==> src/rtl/hazard_unit.sv <==
// hazard_unit
//   Tuse/Tnew scoreboard hazard controller for the 5-stage MIPS pipeline.
//   Keeps a shadow {vld, dst, tnew} of the instructions in the E, M and W
//   stages and stalls the D instruction while a source operand is still
//   being produced. It also tracks an optional multi-cycle mult/div unit.
//
//   Build option: define HAZARD_MD_EN to compile in the mult/div busy
//   counter and its interlock. Without it MdBusy is 0 and the Md* inputs
//   are ignored.
//
// Ports
//   clk, reset                 core clock, synchronous active-high reset
//   RsD/RtD, UseRsD/UseRtD     D-stage source registers and their valid bits
//   TuseRsD/TuseRtD            cycles from D until each operand is consumed
//   RegWriteD/WriteRegD/TnewD  D-stage destination and its result latency
//   MdStartD/MdDivD/MdUseD     mult/div issue, divide select, unit-idle need
//   StallF/StallD/FlushE       hold PC, hold D register, bubble into E
//   MdBusy                     mult/div unit busy
module hazard_unit #(
    parameter int AW       = 5,
    parameter int TW       = 2,
    parameter int MULT_CYC = 5,
    parameter int DIV_CYC  = 10
) (
    input  logic          clk,
    input  logic          reset,
    input  logic [AW-1:0] RsD,
    input  logic [AW-1:0] RtD,
    input  logic          UseRsD,
    input  logic          UseRtD,
    input  logic [TW-1:0] TuseRsD,
    input  logic [TW-1:0] TuseRtD,
    input  logic          RegWriteD,
    input  logic [AW-1:0] WriteRegD,
    input  logic [TW-1:0] TnewD,
    input  logic          MdStartD,
    input  logic          MdDivD,
    input  logic          MdUseD,
    output logic          StallF,
    output logic          StallD,
    output logic          FlushE,
    output logic          MdBusy
);

    // Shadow pipeline entries
    logic          e_vld_q, e_vld_d, m_vld_q, m_vld_d, w_vld_q, w_vld_d;
    logic [AW-1:0] e_dst_q, e_dst_d, m_dst_q, m_dst_d, w_dst_q, w_dst_d;
    logic [TW-1:0] e_tnew_q, e_tnew_d, m_tnew_q, m_tnew_d, w_tnew_q, w_tnew_d;

    logic rs_hazard;
    logic rt_hazard;
    logic md_hazard;
    logic md_busy;
    logic stall_raw;

    function automatic logic [TW-1:0] dec_sat(input logic [TW-1:0] t);
        return (t == '0) ? '0 : t - TW'(1);
    endfunction

    // Nearest matching stage decides. W is included for completeness; its
    // tnew is always 0 so it can never report a hazard.
    function automatic logic src_hazard(input logic          use_s,
                                        input logic [AW-1:0] src,
                                        input logic [TW-1:0] tuse);
        logic hz;
        hz = 1'b0;
        if (use_s && (src != '0)) begin
            if (e_vld_q && (e_dst_q == src))      hz = (e_tnew_q > tuse);
            else if (m_vld_q && (m_dst_q == src)) hz = (m_tnew_q > tuse);
            else if (w_vld_q && (w_dst_q == src)) hz = (w_tnew_q > tuse);
        end
        return hz;
    endfunction

    always_comb begin
        rs_hazard = src_hazard(UseRsD, RsD, TuseRsD);
        rt_hazard = src_hazard(UseRtD, RtD, TuseRtD);
        stall_raw = rs_hazard | rt_hazard | md_hazard;
    end

`ifdef HAZARD_MD_EN
    localparam int MD_MAX = (MULT_CYC > DIV_CYC) ? MULT_CYC : DIV_CYC;
    localparam int CW     = $clog2(MD_MAX + 1);

    logic [CW-1:0] mdcnt_q, mdcnt_d;

    always_comb begin
        md_busy   = (mdcnt_q != '0);
        md_hazard = MdUseD & md_busy;
    end

    // A stalled mult/div never issues, so it must not load the counter.
    always_comb begin
        mdcnt_d = mdcnt_q;
        if (MdStartD && !stall_raw)
            mdcnt_d = MdDivD ? CW'(DIV_CYC) : CW'(MULT_CYC);
        else if (mdcnt_q != '0)
            mdcnt_d = mdcnt_q - CW'(1);
    end

    always_ff @(posedge clk) begin
        if (reset) mdcnt_q <= '0;
        else       mdcnt_q <= mdcnt_d;
    end
`else
    logic unused_md;
    always_comb begin
        md_busy   = 1'b0;
        md_hazard = 1'b0;
        unused_md = MdStartD ^ MdDivD ^ MdUseD;
    end
`endif

    // Shadow advance: a stalled D instruction leaves a bubble in E.
    always_comb begin
        e_vld_d  = RegWriteD && (WriteRegD != '0) && !stall_raw;
        e_dst_d  = WriteRegD;
        e_tnew_d = TnewD;
        m_vld_d  = e_vld_q;
        m_dst_d  = e_dst_q;
        m_tnew_d = dec_sat(e_tnew_q);
        w_vld_d  = m_vld_q;
        w_dst_d  = m_dst_q;
        w_tnew_d = dec_sat(m_tnew_q);
    end

    always_ff @(posedge clk) begin
        if (reset) begin
            e_vld_q  <= 1'b0;
            m_vld_q  <= 1'b0;
            w_vld_q  <= 1'b0;
            e_dst_q  <= '0;
            m_dst_q  <= '0;
            w_dst_q  <= '0;
            e_tnew_q <= '0;
            m_tnew_q <= '0;
            w_tnew_q <= '0;
        end else begin
            e_vld_q  <= e_vld_d;
            m_vld_q  <= m_vld_d;
            w_vld_q  <= w_vld_d;
            e_dst_q  <= e_dst_d;
            m_dst_q  <= m_dst_d;
            w_dst_q  <= w_dst_d;
            e_tnew_q <= e_tnew_d;
            m_tnew_q <= m_tnew_d;
            w_tnew_q <= w_tnew_d;
        end
    end

    // Outputs are held low while reset is asserted.
    always_comb begin
        StallF = stall_raw & ~reset;
        StallD = stall_raw & ~reset;
        FlushE = stall_raw & ~reset;
        MdBusy = md_busy & ~reset;
    end

endmodule

==> config.mk <==
export PLATFORM = sky130hd
export DESIGN_NAME = hazard_unit
export DESIGN_NICKNAME = d
export VERILOG_FILES = /design/src/rtl/hazard_unit.sv
export SDC_FILE = /design/constraint.sdc
export NUM_CORES = 1
export LEC_CHECK = 0
export BUFFER_PORTS_ARGS = -buffer_cell sky130_fd_sc_hd__buf_2
export CAP_MARGIN = 40
export CORE_MARGIN = 2
export CORE_UTILIZATION = 38
export DETAILED_ROUTE_END_ITERATION = 6
export GPL_TIMING_DRIVEN = 1
export PLACE_DENSITY = 0.73
export SYNTH_ARGS = -nofsm -noshare
export SYNTH_HDL_FRONTEND = slang
export SYNTH_SLANG_ARGS = --single-unit
==> constraint.sdc <==
create_clock -name clk -period 1.5 [get_ports clk]
set_clock_uncertainty 0.2 [all_clocks]
set_input_delay 0 -clock clk [delete_from_list [all_inputs] [get_ports clk]]
set_output_delay 0 -clock clk [all_outputs]
set_load 0.01 [all_outputs]
Word level (Yosys, flattened, before mapping)
Index checks and enable logic that the tools add are counted.

storage, ports and cells
  register bits after elaboration = 24
  bits of input ports = 29
  output and inout bits = 4
  logic and storage cells = 52

cells by class
  $add $sub $neg = 2
  order comparisons = 6
  eq/ne operators = 6
  muxes and demuxes = 8
  bitwise operators = 3
  reduce and logical (&&, ||, !) cells = 18

operators by type and width
  kind                   count
  $eq A5 B5 Y1           6
  $reduce_bool A5 Y1     3
  $gt A2 B2 Y1           6
  $logic_and A1 B1 Y1    10
  $mux W1                8
  $logic_not A2 Y1       2
  $reduce_or A2 Y1       2
  $sub A2 B1 Y2 const B  2
  $and A1 B1 Y1          1
  $logic_not A1 Y1       1
  $not A1 Y1             1
  $or A1 B1 Y1           1

Longest topological paths before layout
  word-level depth = 9
  depth in mapped cells = 8
  gate-level depth less buffers = 7

Least setup slack after synthesis
Ideal clock, no wire load.

  path type = reg-to-output
  from = reg w_tnew_q[0]
  to = out StallD
  arrival = 1640 ps
  data required time = 1300 ps
  slack = -340 ps
  cell stages (with the launch flop) = 9
  buffers on the path = 1
  cell sequence = dfxtp_1 > inv_1 > ha_1 > a21boi_0 > nand4_1 > a211oi_1 > o31ai_1 > a21oi_1 > buf_4

on the way
  longest elaborated chain between the ends = 7
  elaborated cells between the ends (all ways) = 12
  those cells by class = 2 x order compare; 8 x mux; 2 x bitwise

ends and longest elaborated chain
  item                    line  text
  start, declared         48    logic [TW-1:0] e_tnew_q, e_tnew_d, m_tnew_q, m_tnew_d, w_tnew_q, w_tnew_d;
  start signal, assigned  147   w_tnew_q <= w_tnew_d;
  $gt A2 B2 Y1            70    else if (w_vld_q && (w_dst_q == src)) hz = (w_tnew_q > tuse);
  $mux W1                 70
  $mux W1                 69    else if (m_vld_q && (m_dst_q == src)) hz = (m_tnew_q > tuse);
  $mux W1                 68    if (e_vld_q && (e_dst_q == src)) hz = (e_tnew_q > tuse);
  $mux W1                 67    if (use_s && (src != '0)) begin
  $or A1 B1 Y1 (*)        78    stall_raw = rs_hazard | rt_hazard | md_hazard;
  $and A1 B1 Y1 (*)       n/a
  end, declared           40    output logic StallD,

Every way passes the cells marked *; elsewhere a longest branch is shown, timed or not.

Final worst setup path
  from = reg w_tnew_q[1]
  to = out FlushE

on the way
  longest elaborated chain between the ends = 7
  elaborated cells between the ends (all ways) = 12
  those cells by class = 2 x order compare; 8 x mux; 2 x bitwise

ends and longest elaborated chain
  item               line  text
  $gt A2 B2 Y1       70
  $mux W1            70
  $mux W1            69
  $mux W1            68
  $mux W1            67
  $or A1 B1 Y1 (*)   78
  $and A1 B1 Y1 (*)  155   FlushE = stall_raw & ~reset;
  end, declared      41    output logic FlushE,

Marked as above.

==> impl_results.md <==
* Setup ws final at -548 ps
* Vias at about 1200
* Multi-input gate area at about 1000 um2
* Initial antenna violation count at 0
* Peak fanout along the critical path at 3
* Fillcell total at between 300 and 400
* Worst reg2reg path depth at 6
* Synthesis-to-finish area growth at 42.2%
* Worst-path clk slew at about 90 ps
* Antenna diodes at 0
* Dpl hpwl at between 2000 and 3000 um
* Post-synth top area share at 0.338
* Fin. max-slew vios at 0
* Failing checks: negative setup slack
* Top cell type by total area after synthesis: dfxtp_1
* Drt first pass iters at 4
* Mapped cell area at 0.00142 mm2
* Area contributors post-synth: dfxtp_1 (34%), ha_1 (12%), nor2b_1 (11%), xor2_1 (9.9%), xnor2_1 (8.6%)
* Fin. Hold Viols at 0
* RR Endpoint: e_vld_q
* Worst hold stages at 5
* Crit path time final at ~2000 ps
* # rows at 22
* Largest delay share family, worst path: compound AO/OA/AOI/OAI gates
* Status: finished with violations
* GRT overflow at 0
* RSZ-0062 raised after global routing: true
* Worst-path cell chain: ha_4, and2b_2, o211ai_1, a211oi_2, o31ai_4, a21oi_2, buf_2
* Worst vdd ir at 0.000619 V
* Largest net degree at the start of global routing at 15
* Met3 usage at 0.0377
* Routing usage on met1 at 0.212
* # nets final at between 200 and 250
* Finished Core Util at 0.556
* Stages on the worst setup path at 7
* Clock Latency Late Sink at ~280 ps
* Clock Sinks at 24
* Die area at about 0.0042 mm2
* Crit path max-delay cell type: dfxtp_2
* Root Driver: clkbuf_8
* Number of global-route vias before repair at roughly 1300
* Final number of setup-violating endpoints at 4
* Fraction of layout cells with a size suffix above 1 at 0.343
* Met2 Usage GRT at 0.313
* Htree depth at 1
* Critical path class: reg -> out
* Number of clock buffers inserted by TritonCTS at 3
* Synth warnings at 0
* Width of the chip at between 60 and 70 um
* First-pass GRT wire length at 5620 um
* Flops & latches, synth at 24
* Worst Hold Path EP: e_vld_q
* Post-Route WL at about 3400 um
* Worst R2R Start: w_tnew_q[1]
* Initial Utilization at 0.391
* Worst endpoint required time at between 1000 and 1500 ps
* CP arrival at roughly 1900 ps
* Total core area at between 0.003 and 0.004 mm2
* I/O pin cnt at 33
* Gr usage total at 0.175
* P per Cell Area at between 700 and 800 mW/mm2
* Leak at between 0.8 and 0.9 nW
* CTS max path bufs at 2
* Register area at approximately 490 um2
* Worst hold path class: in -> reg
* Most Used Layer, Global Route: met2
* Final worst path period share at 1.37
* Yosys cell types at 29
* Reg2reg setup slack at -250 ps
* Max frequency at between 400 and 500 MHz
* Last weighted congestion value of the routability-driven placer at between 0.8 and 0.9
* Crit path buf inv count at 1
* Synth Area per Inst at between 9 and 10 um2
* Post-Synthesis Cells at around 150
* Residual DRC count at 0
* Port bufs at 28
* Post-Layout Cell Count at between 200 and 300
* DR WL/cell at 13.4 um
* Max-cap violations at 0
* Placed cells at ~240
* Worst hold start: UseRtD
* 1st-iter DRT viols at 22
* CP max stage delay at approximately 370 ps
* Routed Antenna Nets at 0
* CTS tree: built
* Mapped Nets at 192
* Vias/cell at 4.81
* Register area share after synthesis at 0.338
* Die Y at about 65 um
* Worst setup SP type: register
* Worst Setup End Kind: output pin
-- report_power, final --
part           switching, mW  leakage (nW)  internal (mW)
Combinational          0.151         0.623          0.181
Clock                  0.226        0.0357          0.358
Sequential            0.0270         0.200          0.667
-- cell type report --
type | count | share of cell area
multi-input cells | 113 | 0.493
flip-flops and latches | 24 | 0.241
repair buffers | 56 | 0.187
well taps | 48 | 0.0297
clock buffers | 3 | 0.0204
clock inverters | 1 | 0.0149
inverters | 7 | 0.0130
-- sequential cells by signal (all words and copies together) (netlist names) --
name      count
m_dst_q       5
e_dst_q       5
m_vld_q       1
m_tnew_q      2
w_vld_q       1
e_vld_q       1
w_tnew_q      2
e_tnew_q      2
w_dst_q       5
-- synthesized netlist by cell type --
cell type	instances
a211oi_1	2
a21boi_0	2
a21oi_1	1
a2bb2oi_1	2
a31oi_1	2
and2_1	6
and2b_2	1
and3_1	2
and3_2	1
buf_4	3
clkbuf_1	2
conb_1	1
dfxtp_1	24
ha_1	14
inv_1	7
nand2_1	2
nand4_1	2
nor2_1	1
nor2b_1	24
nor3_1	4
nor3b_1	1
nor4_1	2
nor4_2	2
o211ai_1	2
o21ai_0	4
o31ai_1	2
or4_1	3
xnor2_1	14
xor2_1	16
-- through the flow --
stage          hold slack [ps]  setup slack [ps]  total power [mW]  TNS (ps)  area [um2]
2_1_floorplan             -128              -202             0.867      -587        1480
3_3_place_gp              20.8              -260             0.989     -1040        1780
5_1_grt                   30.9              -675              1.69     -2380        2020
3_5_place_dp              27.5              -300             0.999     -1180        1780
6_report                  5.95              -548              1.61     -1890        2020
4_1_cts                   17.1              -559              1.59     -1930        1970
-- how the worst max path moves through the flow --
stage                     slack, ps   startpoint      to
final                          -550  w_tnew_q[1]  FlushE
after floorplan                -200  w_tnew_q[1]  StallD
after detailed placement       -300  w_tnew_q[1]  FlushE
after global placement         -260  w_tnew_q[1]  FlushE
after CTS                      -560  w_tnew_q[0]  FlushE
after global routing           -680  w_tnew_q[1]  StallD
-- per-layer routing --
metal | vias to the layer above | wire, um
met3 | 9 | 155
met2 | 36 | 1690
met5 | - | 0
li1 | 614 | -
met4 | 0 | 59
met1 | 554 | 1470
-- tightest hold or removal path: stages --
cell     delay, ps
buf_2          100
o21ai_0         80
a31oi_1         60
o31ai_2         70
and3_1         150
-- kinds of logic after synthesis --
family / synth area share
other: 0.00264
AND/OR/NAND/NOR: 0.231
flip-flops: 0.338
buffers and inverters: 0.0396
adder cells (fa/ha/maj): 0.123
AO/OA/AOI/OAI: 0.0810
XOR/XNOR: 0.185
-- placed cells by master, fill, tap and decap left out, types with 2 or more instances in the layout --
master	Yosys	final
nand4_1	2	2
buf_2	0	28
buf_4	3	17
xnor2_1	14	14
dfxtp_2	0	3
nor3_1	4	4
nand2_1	2	2
ha_1	14	10
nor4_2	2	2
and3_1	2	2
and2_1	6	6
a31oi_1	2	2
dlygate4sd3_1	0	11
ha_4	0	4
clkbuf_8	0	3
o21ai_0	4	4
inv_1	7	6
o211ai_1	2	2
xor2_1	16	15
nor2b_1	24	24
a2bb2oi_1	2	2
a211oi_2	0	2
dfxtp_1	24	20
or4_1	3	3
-- repair_timing --
action	4_1_cts	5_1_grt
setup endpoints to repair	4	4
gates resized for setup	2	10
setup buffers	0	0
hold buffers	11	0
pin swaps	2	6
hold endpoints to repair	16	0
Note: power is estimated with default switching activity, not from simulation.
